**src/rtl/alu_cmd_issuer.sv**
```systemverilog
// Command-side driver for the combinational 8-bit ALU: queues {opcode,a,b}
// commands, drives the ALU one at a time, screens illegal ops, returns results.
`ifndef OP_NOP
`define OP_NOP 4'h0
`define OP_ADD 4'h1
`define OP_SUB 4'h2
`define OP_MUL 4'h3
`define OP_DIV 4'h4
`define OP_AND 4'h5
`define OP_OR  4'h6
`define OP_XOR 4'h7
`define OP_CLR 4'h8
`endif

module alu_cmd_issuer #(
   parameter int DEPTH = 4,
   parameter int DW    = 8,
   parameter int RW    = 16,
   parameter int OPW   = 4
) (
   input  logic           clk,
   input  logic           rst,
   input  logic           cmd_valid,
   output logic           cmd_ready,
   input  logic [OPW-1:0] cmd_opcode,
   input  logic [DW-1:0]  cmd_a,
   input  logic [DW-1:0]  cmd_b,
   output logic [OPW-1:0] alu_opcode,
   output logic [DW-1:0]  alu_a,
   output logic [DW-1:0]  alu_b,
   input  logic [RW-1:0]  alu_result,
   output logic           rsp_valid,
   input  logic           rsp_ready,
   output logic [RW-1:0]  rsp_result,
   output logic [OPW-1:0] rsp_opcode,
   output logic           rsp_err,
   output logic           busy
);

   localparam int AW = $clog2(DEPTH);
   localparam int CW = DEPTH + 1;
   localparam int EW = OPW + 2 * DW;
   localparam logic [CW-1:0] FULL_CNT = CW'(DEPTH);

   typedef enum logic [1:0] {IDLE, DRIVE, CAPTURE, RESP} state_t;

   state_t         state_q, state_d;
   logic [EW-1:0]  mem_q [DEPTH];
   logic [EW-1:0]  mem_d [DEPTH];
   logic [AW-1:0]  wr_ptr_q, wr_ptr_d, rd_ptr_q, rd_ptr_d;
   logic [CW-1:0]  count_q, count_d;
   logic           fresh_q, fresh_d;
   logic [OPW-1:0] alu_opcode_q, alu_opcode_d;
   logic [DW-1:0]  alu_a_q, alu_a_d, alu_b_q, alu_b_d;
   logic [RW-1:0]  rsp_result_q, rsp_result_d;
   logic [OPW-1:0] rsp_opcode_q, rsp_opcode_d;
   logic           rsp_err_q, rsp_err_d;

   logic           push, pop, op_legal;
   logic [EW-1:0]  head;
   logic [OPW-1:0] head_op;
   logic [DW-1:0]  head_a, head_b;

   assign head    = mem_q[rd_ptr_q];
   assign head_op = head[EW-1 -: OPW];
   assign head_a  = head[2*DW-1 -: DW];
   assign head_b  = head[DW-1:0];

   always_comb begin
      op_legal = 1'b0;
      case (head_op)
         OPW'(`OP_NOP), OPW'(`OP_ADD), OPW'(`OP_SUB), OPW'(`OP_MUL), OPW'(`OP_DIV),
         OPW'(`OP_AND), OPW'(`OP_OR),  OPW'(`OP_XOR), OPW'(`OP_CLR): op_legal = 1'b1;
         default: op_legal = 1'b0;
      endcase
   end

   always_comb begin
      state_d      = state_q;
      mem_d        = mem_q;
      wr_ptr_d     = wr_ptr_q;
      rd_ptr_d     = rd_ptr_q;
      count_d      = count_q;
      alu_opcode_d = alu_opcode_q;
      alu_a_d      = alu_a_q;
      alu_b_d      = alu_b_q;
      rsp_result_d = rsp_result_q;
      rsp_opcode_d = rsp_opcode_q;
      rsp_err_d    = rsp_err_q;
      pop          = 1'b0;
      push         = cmd_valid && (count_q != FULL_CNT);
      // A slot written into an empty queue is readable only from the next cycle on.
      fresh_d      = push && (count_q == '0);

      case (state_q)
         IDLE: begin
            if ((count_q != '0) && !fresh_q) begin
               pop          = 1'b1;
               rsp_opcode_d = head_op;
               if (!op_legal || ((head_op == OPW'(`OP_DIV)) && (head_b == '0))) begin
                  rsp_result_d = '1;
                  rsp_err_d    = 1'b1;
                  state_d      = RESP;
               end else if ((head_op == OPW'(`OP_NOP)) || (head_op == OPW'(`OP_CLR))) begin
                  rsp_result_d = '0;
                  rsp_err_d    = 1'b0;
                  state_d      = RESP;
               end else begin
                  alu_opcode_d = head_op;
                  alu_a_d      = head_a;
                  alu_b_d      = head_b;
                  state_d      = DRIVE;
               end
            end
         end
         DRIVE: state_d = CAPTURE;
         CAPTURE: begin
            rsp_result_d = alu_result;
            rsp_err_d    = 1'b0;
            alu_opcode_d = OPW'(`OP_NOP);
            state_d      = RESP;
         end
         RESP: begin
            if (rsp_ready) state_d = IDLE;
         end
         default: state_d = IDLE;
      endcase

      if (push) begin
         mem_d[wr_ptr_q] = {cmd_opcode, cmd_a, cmd_b};
         wr_ptr_d        = wr_ptr_q + AW'(1);
      end
      if (pop) rd_ptr_d = rd_ptr_q + AW'(1);
      if (push && !pop)      count_d = count_q + CW'(1);
      else if (pop && !push) count_d = count_q - CW'(1);
   end

   always_ff @(posedge clk) begin
      if (rst) begin
         state_q      <= IDLE;
         for (int i = 0; i < DEPTH; i++) mem_q[i] <= '0;
         wr_ptr_q     <= '0;
         rd_ptr_q     <= '0;
         count_q      <= '0;
         fresh_q      <= 1'b0;
         alu_opcode_q <= OPW'(`OP_NOP);
         alu_a_q      <= '0;
         alu_b_q      <= '0;
         rsp_result_q <= '0;
         rsp_opcode_q <= '0;
         rsp_err_q    <= 1'b0;
      end else begin
         state_q      <= state_d;
         mem_q        <= mem_d;
         wr_ptr_q     <= wr_ptr_d;
         rd_ptr_q     <= rd_ptr_d;
         count_q      <= count_d;
         fresh_q      <= fresh_d;
         alu_opcode_q <= alu_opcode_d;
         alu_a_q      <= alu_a_d;
         alu_b_q      <= alu_b_d;
         rsp_result_q <= rsp_result_d;
         rsp_opcode_q <= rsp_opcode_d;
         rsp_err_q    <= rsp_err_d;
      end
   end

   assign cmd_ready  = (count_q != FULL_CNT);
   assign alu_opcode = alu_opcode_q;
   assign alu_a      = alu_a_q;
   assign alu_b      = alu_b_q;
   assign rsp_valid  = (state_q == RESP);
   assign rsp_result = rsp_result_q;
   assign rsp_opcode = rsp_opcode_q;
   assign rsp_err    = rsp_err_q;
   assign busy       = (state_q != IDLE) || (count_q != '0);

endmodule
```
**config.mk**
```make
export PLATFORM = sky130hd
export DESIGN_NAME = alu_cmd_issuer
export DESIGN_NICKNAME = d
export VERILOG_FILES = /design/src/rtl/alu_cmd_issuer.sv
export SDC_FILE = /design/constraint.sdc
export NUM_CORES = 1
export LEC_CHECK = 0
export ABC_AREA = 1
export BUFFER_PORTS_ARGS = -buffer_cell sky130_fd_sc_hd__buf_2
export CAP_MARGIN = 20
export CORE_ASPECT_RATIO = 1.75
export CORE_UTILIZATION = 55
export CTS_BUF_LIST = sky130_fd_sc_hd__clkbuf_16
export DETAILED_ROUTE_END_ITERATION = 7
export PLACE_DENSITY = 0.86
export SYNTH_ARGS = -nofsm -noshare
export SYNTH_HDL_FRONTEND = slang
export SYNTH_SLANG_ARGS = --single-unit
```
**constraint.sdc**
```tcl
create_clock -name clk -period 3.09 [get_ports clk]
set_input_delay 0.4635 -clock clk [delete_from_list [all_inputs] [get_ports clk]]
set_output_delay 0.4635 -clock clk [all_outputs]
set_load 0.01 [all_outputs]
```
==> impl_results.md <==
- Status: complete, no violations
- DR vias/cell: 5.534
- Met1 usage: approximately 29%
- GR Util met3: 6.408%
- Global Route Usage Sum: 27.28%
- Gp weighted congestion: 0.8566
- Place WS: 0.2369 ns
- Maximum number of pins on one net before global-route repair: 80
- Worst Clk Skew: 0.004542 ns
- Synth Area in Simple Gates: 28.48%
- Ys async rst share: 0%
- Detail Placement HPWL: roughly 9500 microns
- Synth Area in XOR/XNOR: 0.2885%
- Max Cap Viol: 0
- WP data required: 3.35 ns
- Clock tree from TritonCTS: built
- Io pins: 84
- Synth unique cells: 35
- Core area: 10,700 sq um
- Post-synthesis compound-gate area fraction: between 10% and 20%
- CP startpoint kind: flip-flop
- Post-DRT Antenna Nets: 0
- Drt total wl: 15,400 microns
- Clock Sinks: 133
- Die area: roughly 11,000 sq um
- Reg clk slew, reported paths: 0.05 ns
- Total grt overflow: 0
- Initial antenna violation count: 0
- Starting Density: 56.75%
- Synth warn: 0
- 1st-iter DRT viols: 448
- Port Buf Inserts: 83
- CP Class: flip-flop to flip-flop
- Worst Setup End Kind: flip-flop
- Post-synth EDFFs: 0
- Mux cell area share after synthesis: 0%
- Row cnt: 50
- Final hold violation count: 0
- Cts bufs inserted: 17
- Final period utilization: 92.34%
- Root buffer cell: clkbuf_16
- CP arrival: 3.11 ns
- Max H-tree Level: 4
- Lkg Pwr: between 3 and 4 nW
- DR pass1 iterations: 6
- Syn-to-layout area delta: 15.00%
- Max-slew violation count: 0
- Final setup margin: between 0.2 and 0.25 ns
- Mapped Nets: 910
- GR Layer Usage met2: 48.51%
- Flops & latches, synth: 133
- Total power: about 0.007 W
- Antenna diodes: 0
- RSZ-0062 raised after global routing: no
- Setup TNS: 0 ns
- GRT Max-Usage Layer: met2
- Crit-path max FO: 5
- Hold_ws: approximately 0.35 ns
- Routed WL per cell: 14.52 microns
- DR vias: 5,866
- Register area share after synthesis: 43.86%
- Drt drc: 0
- First-pass GRT wire length: 24,090 microns
- Die width: 81.42 microns
- Number of cells produced by synthesis: 856
- Post-Synth Adder-Cell Area: between 3 and 4%
- Normalized max-slew margin: 44.21%
- Hold buffers post-CTS: 0
- Pwr Density: 974.0 nW/um^2
- Fmax: 350.5 MHz
- Minimum clock period: around 2.9 ns
- Layout Nets: 973
- Vias in the first global route: about 5,400
- Main combinational cell family by area after synthesis: simple AND/OR/NAND/NOR gates
- Tightest Pin Transition: around 0.84 ns
- Clock latency on the worst-skew pair: 0.41 ns
- Syn_area_per_cell: 7.092 sq um
- Final setup fails: 0
- Main synth FF type: dfxtp_1
- VDD IR max: 744.2 uV
- HP Class: input pin to flip-flop
- Synth Cell Area: ~6100 sq um
- Share of cells above drive strength 1: approximately 15%
- CTS max path bufs: 2
- Die height: around 140 microns
## cell usage after synthesis (2+ instances only)
master	number	share of area (%)
a21oi_1	133	11
a31oi_1	2	0.21
buf_1	10	0.62
buf_2	8	0.66
buf_4	8	0.99
buf_6	5	0.93
clkbuf_1	23	1.4
clkinv_1	2	0.12
dfxtp_1	133	44
ha_1	13	2.7
inv_1	62	3.8
inv_2	3	0.19
nand2_1	247	15
nand2_2	4	0.41
nand2_4	3	0.56
nand3_1	91	7.5
nand3_2	2	0.33
nand4_1	2	0.21
nor2_1	43	2.7
nor2_2	2	0.21
o21ai_0	46	3.8
## state kept, by name (all words and copies together) (netlist names)
register,flops
mem_q,80
rsp_result,16
alu_a,8
alu_b,8
count_q,5
alu_opcode,4
rsp_opcode,4
rd_ptr_q,2
state_q,2
wr_ptr_q,2
fresh_q,1
rsp_err,1
## layout by cell type (no fill, tap or decap), drive strengths merged
master	n
a21oi	133
inv	70
xnor2	1
a32oi	1
fa	1
dfxtp	133
nor3	1
bufinv	1
nand4	4
or2	1
a211oi	1
nand3	94
nand2	254
nor2	46
clkinv	9
xor2	1
clkbuf	17
buf	100
a31oi	2
ha	13
o21ai	46
nor3b	1
## per-layer routing
| metal | wire length (microns) | vias up |
|---|---|---|
| met5 | 0 | - |
| met3 | 1103 | 43 |
| li1 | - | 2899 |
| met4 | 447 | 0 |
| met1 | 5864 | 2682 |
| met2 | 7981 | 242 |
## layout make-up
type	count	area, sq um
fill	921	3716
multi-input combinational	600	2856
sequential	133	2663
timing repair buffer	100	543.0
clock buffer	17	425.4
inverter	67	251.5
tap	130	162.7
clock inverter	13	80.08
## per-stage QoR
stage	util, %	std cells	instance area, sq um
floorplan	-	856	6071
global placement	60.37	1028	6459
detailed placement	60.37	1028	6459
CTS	65.10	1058	6964
global route	65.26	1060	6982
finish	65.26	1060	6982
## logic make-up after synthesis
| logic type | Yosys count |
|---|---|
| simple gates | 401 |
| compound gates | 183 |
| flops | 133 |
| buf+inv | 123 |
| fa+ha+maj | 14 |
| xor+xnor | 2 |
## repair_timing
action / 4_1_cts / 5_1_grt
endpoints found under the setup margin: 0 / 1
gates resized for setup: 0 / 1
setup buffers: 0 / 2
## report_power, final
group	total, W	internal (W)	leakage [nW]	switching (W)
logic	0.00288	0.000940	1.74	0.00194
registers	0.00218	0.00202	1.08	0.000157
clock network	0.00174	0.00106	0.271	0.000682
## worst paths after layout
kind | start | endpoint | slack [ns] | cells after the start
worst min-delay path | cmd_a[6] | mem_q[34] | 0.35 | 3
worst min register to register | alu_opcode[3] | alu_opcode[3] | 0.45 | 2
worst max-delay path | count_q[0] | count_q[4] | 0.24 | 15
worst max register to register | count_q[0] | count_q[4] | 0.24 | 15
## worst max-delay path, stage by stage (launching register included)
cell      delay, ns
dfxtp_1        0.35
nor2_1         0.19
nand4_1        0.21
nand2_1        0.17
nor2_4         0.05
inv_1          0.13
ha_2           0.25
inv_1          0.11
ha_1           0.34
nand2_1        0.09
nor2_1         0.04
a211oi_1       0.24
o21ai_0        0.12
a21oi_1        0.20
nand2_1        0.08
nor3b_1        0.14
No activity file was read; power rests on OpenSTA's default activity.
